--- src/rtl/ps2_kbd_pkg.sv ---
// Shared types and constants for the PS/2 keyboard receiver.
// Status bit positions describe the 32-bit word the CPU reads.
package ps2_kbd_pkg;

  typedef enum logic [1:0] {
    ST_IDLE,
    ST_DATA,
    ST_PARITY,
    ST_STOP
  } ps2_state_e;

  localparam int NOT_EMPTY_BIT = 15;
  localparam int OVERFLOW_BIT  = 14;
  localparam int FRAME_ERR_BIT = 13;
  localparam int COUNT_LSB     = 8;
  localparam int COUNT_W       = 5;
  localparam int FRAME_BITS    = 8;

  // Odd parity holds when the data ones plus the parity bit sum to an odd number.
  function automatic logic odd_parity_ok(input logic data_acc, input logic parity_bit);
    return data_acc ^ parity_bit;
  endfunction

endpackage

--- src/rtl/ps2_rx_fifo.sv ---
// Small synchronous scan-code FIFO with a combinational head and a drop pulse
// for pushes that arrive while full with no pop in the same cycle.
module ps2_rx_fifo #(
  parameter int DEPTH = 8,
  parameter int WIDTH = 8,
  localparam int AW   = $clog2(DEPTH),
  localparam int CW   = AW + 1
) (
  input  logic             clk,
  input  logic             rst_n,
  input  logic             push,
  input  logic [WIDTH-1:0] din,
  input  logic             pop,
  output logic             full,
  output logic             empty,
  output logic [CW-1:0]    count,
  output logic [WIDTH-1:0] head,
  output logic             dropped
);

  logic [WIDTH-1:0] mem_q [DEPTH];
  logic [AW-1:0]    wr_ptr_q, wr_ptr_d;
  logic [AW-1:0]    rd_ptr_q, rd_ptr_d;
  logic [CW-1:0]    count_q, count_d;
  logic             do_push, do_pop;

  assign full  = (count_q == CW'(DEPTH));
  assign empty = (count_q == '0);
  assign count = count_q;
  assign head  = empty ? '0 : mem_q[rd_ptr_q];

  always_comb begin
    do_pop   = pop & ~empty;
    // A pop frees the slot this same cycle, so a full FIFO can still accept.
    do_push  = push & (~full | do_pop);
    dropped  = push & full & ~do_pop;
    wr_ptr_d = wr_ptr_q;
    rd_ptr_d = rd_ptr_q;
    count_d  = count_q;
    if (do_push) begin
      wr_ptr_d = wr_ptr_q + 1'b1;
    end
    if (do_pop) begin
      rd_ptr_d = rd_ptr_q + 1'b1;
    end
    case ({do_push, do_pop})
      2'b10:   count_d = count_q + 1'b1;
      2'b01:   count_d = count_q - 1'b1;
      default: count_d = count_q;
    endcase
  end

  always_ff @(posedge clk or negedge rst_n) begin
    if (!rst_n) begin
      wr_ptr_q <= '0;
      rd_ptr_q <= '0;
      count_q  <= '0;
    end else begin
      wr_ptr_q <= wr_ptr_d;
      rd_ptr_q <= rd_ptr_d;
      count_q  <= count_d;
    end
  end

  always_ff @(posedge clk) begin
    if (do_push) begin
      mem_q[wr_ptr_q] <= din;
    end
  end

endmodule

--- src/rtl/ps2_kbd_dev_io.sv ---
// PS/2 keyboard receiver: synchronise and filter the pins, deframe 11-bit
// frames, queue good scan codes and expose head byte plus status to the bus.
module ps2_kbd_dev_io
  import ps2_kbd_pkg::*;
#(
  parameter int FILTER_LEN     = 8,
  parameter int TIMEOUT_CYCLES = 100000,
  parameter int FIFO_DEPTH     = 8
) (
  input  logic        clk,
  input  logic        rst_n,
  input  logic        ps2_clk,
  input  logic        ps2_data,
  input  logic        kbd_rd,
  input  logic        kbd_clr,
  output logic [31:0] kbd_data_out,
  output logic        kbd_int
);

  localparam int FCW = $clog2(FILTER_LEN + 1);
  localparam int TOW = $clog2(TIMEOUT_CYCLES + 1);
  localparam int FCNT_W = $clog2(FIFO_DEPTH) + 1;

  logic             clk_meta_q, clk_sync_q, data_meta_q, data_sync_q;
  logic             filt_q, filt_d, filt_prev_q;
  logic [FCW-1:0]   fcnt_q, fcnt_d;
  logic             fall_edge;

  ps2_state_e       state_q;
  logic [2:0]       bit_idx_q;
  logic [7:0]       shift_q;
  logic             par_acc_q, par_ok_q;
  logic [TOW-1:0]   to_cnt_q;
  logic             timeout_hit;

  logic             push, frame_err_set;
  logic             fifo_full, fifo_empty, fifo_dropped;
  logic [FCNT_W-1:0] fifo_count;
  logic [7:0]       fifo_head;
  logic             overflow_q, overflow_d, frame_err_q, frame_err_d;

  // Two-flop synchronisers, preset to the idle-high bus level.
  always_ff @(posedge clk or negedge rst_n) begin
    if (!rst_n) begin
      clk_meta_q  <= 1'b1;
      clk_sync_q  <= 1'b1;
      data_meta_q <= 1'b1;
      data_sync_q <= 1'b1;
      filt_q      <= 1'b1;
      filt_prev_q <= 1'b1;
      fcnt_q      <= '0;
    end else begin
      clk_meta_q  <= ps2_clk;
      clk_sync_q  <= clk_meta_q;
      data_meta_q <= ps2_data;
      data_sync_q <= data_meta_q;
      filt_q      <= filt_d;
      filt_prev_q <= filt_q;
      fcnt_q      <= fcnt_d;
    end
  end

  // Filter flips only after FILTER_LEN consecutive samples disagree with it.
  always_comb begin
    filt_d = filt_q;
    fcnt_d = '0;
    if (clk_sync_q != filt_q) begin
      if (fcnt_q == FCW'(FILTER_LEN - 1)) begin
        filt_d = clk_sync_q;
      end else begin
        fcnt_d = fcnt_q + 1'b1;
      end
    end
  end

  assign fall_edge = filt_prev_q & ~filt_q;

  assign timeout_hit = (state_q != ST_IDLE) && !fall_edge &&
                       (to_cnt_q == TOW'(TIMEOUT_CYCLES - 1));

  always_ff @(posedge clk or negedge rst_n) begin
    if (!rst_n) begin
      state_q   <= ST_IDLE;
      bit_idx_q <= '0;
      shift_q   <= '0;
      par_acc_q <= 1'b0;
      par_ok_q  <= 1'b0;
      to_cnt_q  <= '0;
    end else begin
      if (state_q == ST_IDLE || fall_edge) begin
        to_cnt_q <= '0;
      end else begin
        to_cnt_q <= to_cnt_q + 1'b1;
      end
      if (timeout_hit) begin
        state_q <= ST_IDLE;
      end else if (fall_edge) begin
        case (state_q)
          ST_IDLE: begin
            if (!data_sync_q) begin
              state_q   <= ST_DATA;
              bit_idx_q <= '0;
              par_acc_q <= 1'b0;
            end
          end
          ST_DATA: begin
            shift_q   <= {data_sync_q, shift_q[7:1]};
            par_acc_q <= par_acc_q ^ data_sync_q;
            if (bit_idx_q == 3'(FRAME_BITS - 1)) begin
              state_q <= ST_PARITY;
            end else begin
              bit_idx_q <= bit_idx_q + 1'b1;
            end
          end
          ST_PARITY: begin
            par_ok_q <= odd_parity_ok(par_acc_q, data_sync_q);
            state_q  <= ST_STOP;
          end
          default: state_q <= ST_IDLE;
        endcase
      end
    end
  end

  // The stop-bit edge decides the frame in the same cycle so the byte lands next clock.
  always_comb begin
    push          = 1'b0;
    frame_err_set = timeout_hit;
    if (fall_edge && state_q == ST_STOP) begin
      if (data_sync_q && par_ok_q) begin
        push = 1'b1;
      end else begin
        frame_err_set = 1'b1;
      end
    end
  end

  ps2_rx_fifo #(
    .DEPTH (FIFO_DEPTH),
    .WIDTH (8)
  ) u_fifo (
    .clk     (clk),
    .rst_n   (rst_n),
    .push    (push),
    .din     (shift_q),
    .pop     (kbd_rd),
    .full    (fifo_full),
    .empty   (fifo_empty),
    .count   (fifo_count),
    .head    (fifo_head),
    .dropped (fifo_dropped)
  );

  // A set event in the clear cycle wins.
  always_comb begin
    overflow_d  = fifo_dropped  ? 1'b1 : (kbd_clr ? 1'b0 : overflow_q);
    frame_err_d = frame_err_set ? 1'b1 : (kbd_clr ? 1'b0 : frame_err_q);
  end

  always_ff @(posedge clk or negedge rst_n) begin
    if (!rst_n) begin
      overflow_q  <= 1'b0;
      frame_err_q <= 1'b0;
    end else begin
      overflow_q  <= overflow_d;
      frame_err_q <= frame_err_d;
    end
  end

  always_comb begin
    kbd_data_out                          = '0;
    kbd_data_out[7:0]                     = fifo_head;
    kbd_data_out[COUNT_LSB +: COUNT_W]    = COUNT_W'(fifo_count);
    kbd_data_out[FRAME_ERR_BIT]           = frame_err_q;
    kbd_data_out[OVERFLOW_BIT]            = overflow_q;
    kbd_data_out[NOT_EMPTY_BIT]           = ~fifo_empty;
    kbd_int                               = ~fifo_empty;
  end

  logic unused_full;
  assign unused_full = fifo_full;

endmodule

--- config.mk ---
export PLATFORM = sky130hd
export DESIGN_NAME = ps2_kbd_dev_io
export DESIGN_NICKNAME = d
export VERILOG_FILES = /design/src/rtl/ps2_kbd_pkg.sv /design/src/rtl/ps2_rx_fifo.sv /design/src/rtl/ps2_kbd_dev_io.sv
export SDC_FILE = /design/constraint.sdc
export NUM_CORES = 1
export LEC_CHECK = 0
export CORE_MARGIN = 2
export CORE_UTILIZATION = 50
export DETAILED_ROUTE_END_ITERATION = 8
export PLACE_DENSITY = 0.7
export SLEW_MARGIN = 5
export SYNTH_ARGS = -nofsm -noshare
export SYNTH_HDL_FRONTEND = slang
export SYNTH_SLANG_ARGS = --single-unit
--- constraint.sdc ---
create_clock -name clk -period 3.4 [get_ports clk]
set_input_delay 0.34 -clock clk [delete_from_list [all_inputs] [get_ports clk]]
set_output_delay 0.34 -clock clk [all_outputs]
set_load 0.02 [all_outputs]
# Word level (Yosys, flattened, before mapping)
# Memories as Yosys holds them, arrays and structs flattened.
# Cells that the tools add are included.
# W data, S select, Z words.
[op_classes]
addsub = 7
eq_ne = 14
mux = 24
bitwise = 12
n_reduce_logical = 20
[ops]
columns = ["cell", "count"]
rows = [
  ["$add A17 B1 Y17 const B", 1],
  ["$eq A17 B17 Y1 const B", 1],
  ["$mux W17", 1],
  ["$reduce_bool A2 Y1", 6],
  ["$mux W1", 10],
  ["$add A3 B1 Y3 const B", 3],
  ["$reduce_and A3 Y1", 3],
  ["$add A4 B1 Y4 const B", 2],
  ["$mux W2", 4],
  ["$mux W4", 2],
  ["$mux W8", 1],
  ["$pmux W4 S2", 1],
  ["$eq A2 B2 Y1 const B", 3],
  ["$mux W3", 2],
  ["$ne A3 B3 Y1 const B", 2],
  ["$pmux W2 S3", 1],
  ["$pmux W3 S2", 1],
  ["$and A1 B1 Y1", 5],
  ["$not A1 Y1", 5],
  ["$reduce_and A5 Y1", 1],
  ["$eq A2 B1 Y1 const B", 2],
  ["$eq A4 B3 Y1 const B", 1],
  ["$eq A4 B4 Y1 const B", 1],
  ["$logic_and A1 B1 Y1", 4],
  ["other kinds (13)", 14],
]
[word_totals]
register_bits = 54
mem_bits_rw = 64
output_inout_bits = 33
n_memories = 1
[memory_table]
columns = ["name", "words", "word_bits", "read_ports", "rd_clocked_by_memory_dff", "write_ports", "line", "rtl"]
rows = [
  ["u_fifo.mem_q", 8, 8, 1, 0, 1, "ps2_rx_fifo.sv:21", "logic [WIDTH-1:0] mem_q [DEPTH];"],
]

# Longest topological paths before layout
[logic_depth]
word_depth = 8
mapped_depth = 10
depth_no_buf = 10

# By module
# From an unflattened synthesis, not the netlist that was laid out.
[unflattened]
hier_cells = 379
hier_area_um2 = 5256.3
[modules_own_cells]
columns = ["module", "instances", "cells_each", "area_each_um2", "seq_area_each_um2"]
rows = [
  ["ps2_rx_fifo", 1, 169, 3062.9, 2172.1],
  ["ps2_kbd_dev_io", 1, 210, 2193.4, 1108.6],
]

# Least setup slack after synthesis
# No wires, ideal clock.
[synth_path]
path_kind = "flip-flop to flip-flop"
start = "reg u_fifo.count_q[0] (netlist: u_fifo.count[0])"
end = "mem u_fifo.mem_q[3][0], enable pin"
setup_ns = 0.385
arrival_ns = 2.077
setup_slack_ns = 0.937
stages_incl_launch_ff = 6
n_path_buf = 1
period_less_slack_ns = 2.463
path_cell_list = "dfrtp_1 > clkbuf_1 > nor3_1 > a211oi_2 > nand2_1 > nor3b_1"
[synth_between]
elab_chain_cells = 7
[synth_lines]
columns = ["element", "line", "rtl"]
rows = [
  ["from (decl)", "ps2_rx_fifo.sv:24", "logic [CW-1:0] count_q, count_d;"],
  ["from (signal assigned)", "ps2_rx_fifo.sv:61", "count_q <= count_d;"],
  ["$logic_not A4 Y1", "ps2_rx_fifo.sv:28", "assign empty = (count_q == '0);"],
  ["$not A1 Y1", "ps2_rx_fifo.sv:33", "do_pop = pop & ~empty;"],
  ["$and A1 B1 Y1", "ps2_rx_fifo.sv:33", ""],
  ["$or A1 B1 Y1 *", "ps2_rx_fifo.sv:35", "do_push = push & (~full | do_pop);"],
  ["$and A1 B1 Y1 *", "ps2_rx_fifo.sv:35", ""],
  ["$mux W1 *", "ps2_rx_fifo.sv:66", "if (do_push) begin"],
  ["$mux W1 (not written as such) *", "ps2_rx_fifo.sv:67", "mem_q[wr_ptr_q] <= din;"],
  ["to (decl)", "ps2_rx_fifo.sv:21", ""],
]
# Mark *: on every way between the ends. The rest lies on a longest branch, timed or not.

# Final worst setup path
[layout_path]
start = "reg u_fifo.rd_ptr_q[1]"
end = "out kbd_data_out[7]"
[layout_between]
elab_chain_cells = 2
[layout_lines]
columns = ["element", "line", "rtl"]
rows = [
  ["from (decl)", "ps2_rx_fifo.sv:23", "logic [AW-1:0] rd_ptr_q, rd_ptr_d;"],
  ["from (signal assigned)", "ps2_rx_fifo.sv:60", "rd_ptr_q <= rd_ptr_d;"],
  ["$mem_v2 Z8 W8", "n/a", ""],
  ["$mux W8", "ps2_rx_fifo.sv:30", "assign head = empty ? '0 : mem_q[rd_ptr_q];"],
  ["to (decl)", "ps2_kbd_dev_io.sv:16", "output logic [31:0] kbd_data_out,"],
]
# Every way passes these cells.

==> run summary <==
- first-pass GRT wire length: 15.5 mm
- part of the total power dissipated in combinational logic: 0.204
- worst reg2reg path endpoint: u_fifo.count[2]
- largest net degree at the start of global routing: 36
- number of storage elements in the synthesis netlist: 118
- wire length per cell: 16.7 µm
- Syn. warnings: 0
- Hold/Removal Path Class: input port to register
- final clock period utilization by the worst path: 0.856
- transition time at the pin with the least slew margin: 0.828 ns
- worst supply voltage drop on vdd: 0.585 mV
- overall via count from detail_route: 3022
- internal power component: 0.00309 W
- part of the total power dissipated in the clock network: 0.379
- number of standard cells after synthesis: 376
- number of remaining DRC errors: 0
- antenna violations before repair: 0
- total setup violations reported at the end of the flow: 0
- overall die width: 107 µm
- kind of launch point of the worst setup path: register
- type of the worst setup path: register to primary output
- count of buffers from port buffering: 21
- startpoint of the most critical hold path: ps2_clk
- Synth Cell Area: 5270 µm²
- area share of the leading cell type in the synthesized netlist: 0.364
- number of placed cells counting well taps: 526
- Pre-antenna DRT Iters: 5
- first-iteration detailed-routing DRC count: 165
- via count of the first global-routing pass: 3001
- H-tree levels: 4
- clock insertion delay at the later pin of the skew report: 0.51 ns
- # diodes: 0
- Final Routed Wirelength: 9.32 mm
- number of nets in the layout: 427
- worst hold path endpoint: clk_meta_q
- R2R Setup Slk: 0.86 ns
- leading cell types by count after synthesis: edfxtp_1 (64), dfrtp_1 (48), nor2_1 (33)
- post-synthesis area per instance: 14.0 µm²
- DPL Wire Length: 5.84 mm
- instance area after placement: 5590 µm²
- sequential share of the synthesized area: 0.622
- unrepaired setup endpoints after global routing: false
- placeable core area: 10300 µm²
- number of cell rows: 37
- cells on worst reg2reg path: 8
- clock period minus final worst setup slack: 2.91 ns
- number of ports placed on the die boundary: 39
- number of violations of the max-capacitance limit: 0
- clock root buffer: clkbuf_8
- number of clock sinks: 118
- setup_tns: 0 ns
- Async S/R FF share, synth: 0.458
- part of the total power dissipated in sequential elements: 0.417
- Via density: 5.41
- Area Overhead vs Synth: 16.7%
- leading area contributor after synthesis: edfxtp_1
- clock-pin slew on the worst setup and hold paths: 0.06 ns
- DIE AREA: 11400 µm²
- Crit path required time: 3.06 ns
- fin cells: 559
- Die Y: 107 µm
- critical register-to-register path startpoint: u_fifo.count[2]
- number of buffers between clock root and the deepest sink: 2
- crit end category: primary output
- Antenna Nets Post-Route: 0
- post-route cell area: 6150 µm²
- dominant cell by count in the synthesized netlist: edfxtp_1
- fraction of layout instances using a drive strength above 1: 0.199
- overall overflow remaining after global route: 0
- Pwr Total: 0.00437 W
- LEAKAGE: 2.37 nW
- final clock skew: 0.0109 ns
- Max-Slew Margin vs Limit: 0.448
- maximum net fanout on the critical path: 18
- hold path depth: 1
- CTS buffer count: 17
- number of hold-slack violations in the final timing report: 0
- buffers inserted by post-CTS timing repair: 0
- CTS Hold Buffers Added: 1
- number of enable flip-flop cells after synthesis: 64
- top achievable clock speed: 344 MHz
- Resized cells post-CTS: 0
- top flip-flop cell by instance count after synthesis: edfxtp_1
- TritonCTS clock tree: built
- switching component of the power: 0.00129 W
- count of different cell masters after synthesis: 49
- switch share: 0.294
- critical path data arrival time: 2.57 ns
- gpl congestion: 0.833
- power density of the placed cells: 711 nW/µm²
- global router's overall resource usage: 0.181
- status: completed
- count of final max-slew check failures: 0
- initial core utilization: 0.513
- ranking of synthesized cells by area: edfxtp_1 (36%), dfrtp_1 (23%), mux4_2 (6.8%)
## power by group through the flow
stage	sequential, W	clock (W)	combinational (W)
finish	0.00183	0.00166	0.000891
global route	0.00185	0.00174	0.000993
CTS	0.00183	0.00168	0.000913
detailed placement	0.00186	0	0.000905
global placement	0.00184	0	0.000881
floorplan	0.00174	0	0.000750
## state kept, by name (all words and copies together) (netlist names)
register	count
bit_idx_q	3
u_fifo.wr_ptr_q	3
u_fifo.count	4
shift_q	8
u_fifo.rd_ptr_q	3
par_acc_q	1
data_meta_q	1
overflow_q	1
filt_q	1
par_ok_q	1
fcnt_q	4
state_q	2
to_cnt_q	17
u_fifo.mem_q	64
filt_prev_q	1
frame_err_q	1
clk_sync_q	1
clk_meta_q	1
data_sync_q	1
## cell usage in the layout, fill, tap and decap left out, types with 9 or more instances in the layout
master	instances
xnor2_1	15
clkdlybuf4s50_1	20
mux2i_1	11
conb_1	17
mux4_2	16
mux2_2	10
nand2_1	23
nor2_1	33
nand3_1	12
ha_1	11
edfxtp_1	64
nor3_1	9
clkbuf_16	16
buf_4	11
dfrtp_1	48
## how the worst max path moves through the flow
stage | startpoint | to | slack (ns) | depth (start not counted)
global route | u_fifo.rd_ptr_q[1] | kbd_data_out[7] | 0.30 | 4
global placement | kbd_rd | u_fifo.mem_q[7][1] | 0.80 | 5
CTS | u_fifo.rd_ptr_q[1] | kbd_data_out[7] | 0.39 | 4
detailed placement | kbd_rd | u_fifo.mem_q[7][2] | 0.72 | 5
finish | u_fifo.rd_ptr_q[1] | kbd_data_out[7] | 0.49 | 4
floorplan | u_fifo.count[0] | u_fifo.mem_q[3][0] | 0.94 | 5
## routing by layer
metal  global-route usage  routed length, µm
met5                    0                  0
met4               0.0547                 95
met3               0.0492                343
met2                0.291               4650
met1                0.243               4230
## layout make-up
type | instances | area [µm²]
Fill cell | 811 | 4120
Sequential cell | 118 | 3280
Multi-Input combinational cell | 234 | 1830
Clock buffer | 19 | 422
Timing Repair Buffer | 33 | 298
Tap cell | 136 | 170
Clock inverter | 13 | 133
Inverter | 6 | 22.5
## kinds of logic (layout without fill, tap and decap cells)
| group | after synthesis | count (layout) | share of synthesized area |
|---|---|---|---|
| AO/OA/AOI/OAI | 31 | 31 | 0.0406 |
| other | 1 | 17 | 0.000711 |
| XOR/XNOR | 21 | 21 | 0.0349 |
| flip-flops | 118 | 118 | 0.622 |
| buffers and inverters | 40 | 71 | 0.0448 |
| multiplexers | 39 | 39 | 0.115 |
| adder cells (fa/ha/maj) | 11 | 11 | 0.0261 |
| AND/OR/NAND/NOR | 115 | 115 | 0.116 |
## metrics by stage
stage | setup slack [ns] | utilization | hold WS (ns)
detailed placement | 0.716 | 0.544 | 0.347
finish | 0.490 | 0.599 | 0.233
CTS | 0.394 | 0.599 | 0.222
floorplan | 0.937 | - | 0.0444
global placement | 0.799 | 0.544 | 0.346
global route | 0.298 | 0.599 | 0.220
## critical path, stage by stage, from the launching register on
cell	delay, ns
dfrtp_1	0.88
mux4_2	0.35
mux2i_1	0.07
nor2_1	0.13
clkdlybuf4s50_1	0.62
Power figures use the tool's default switching activity.
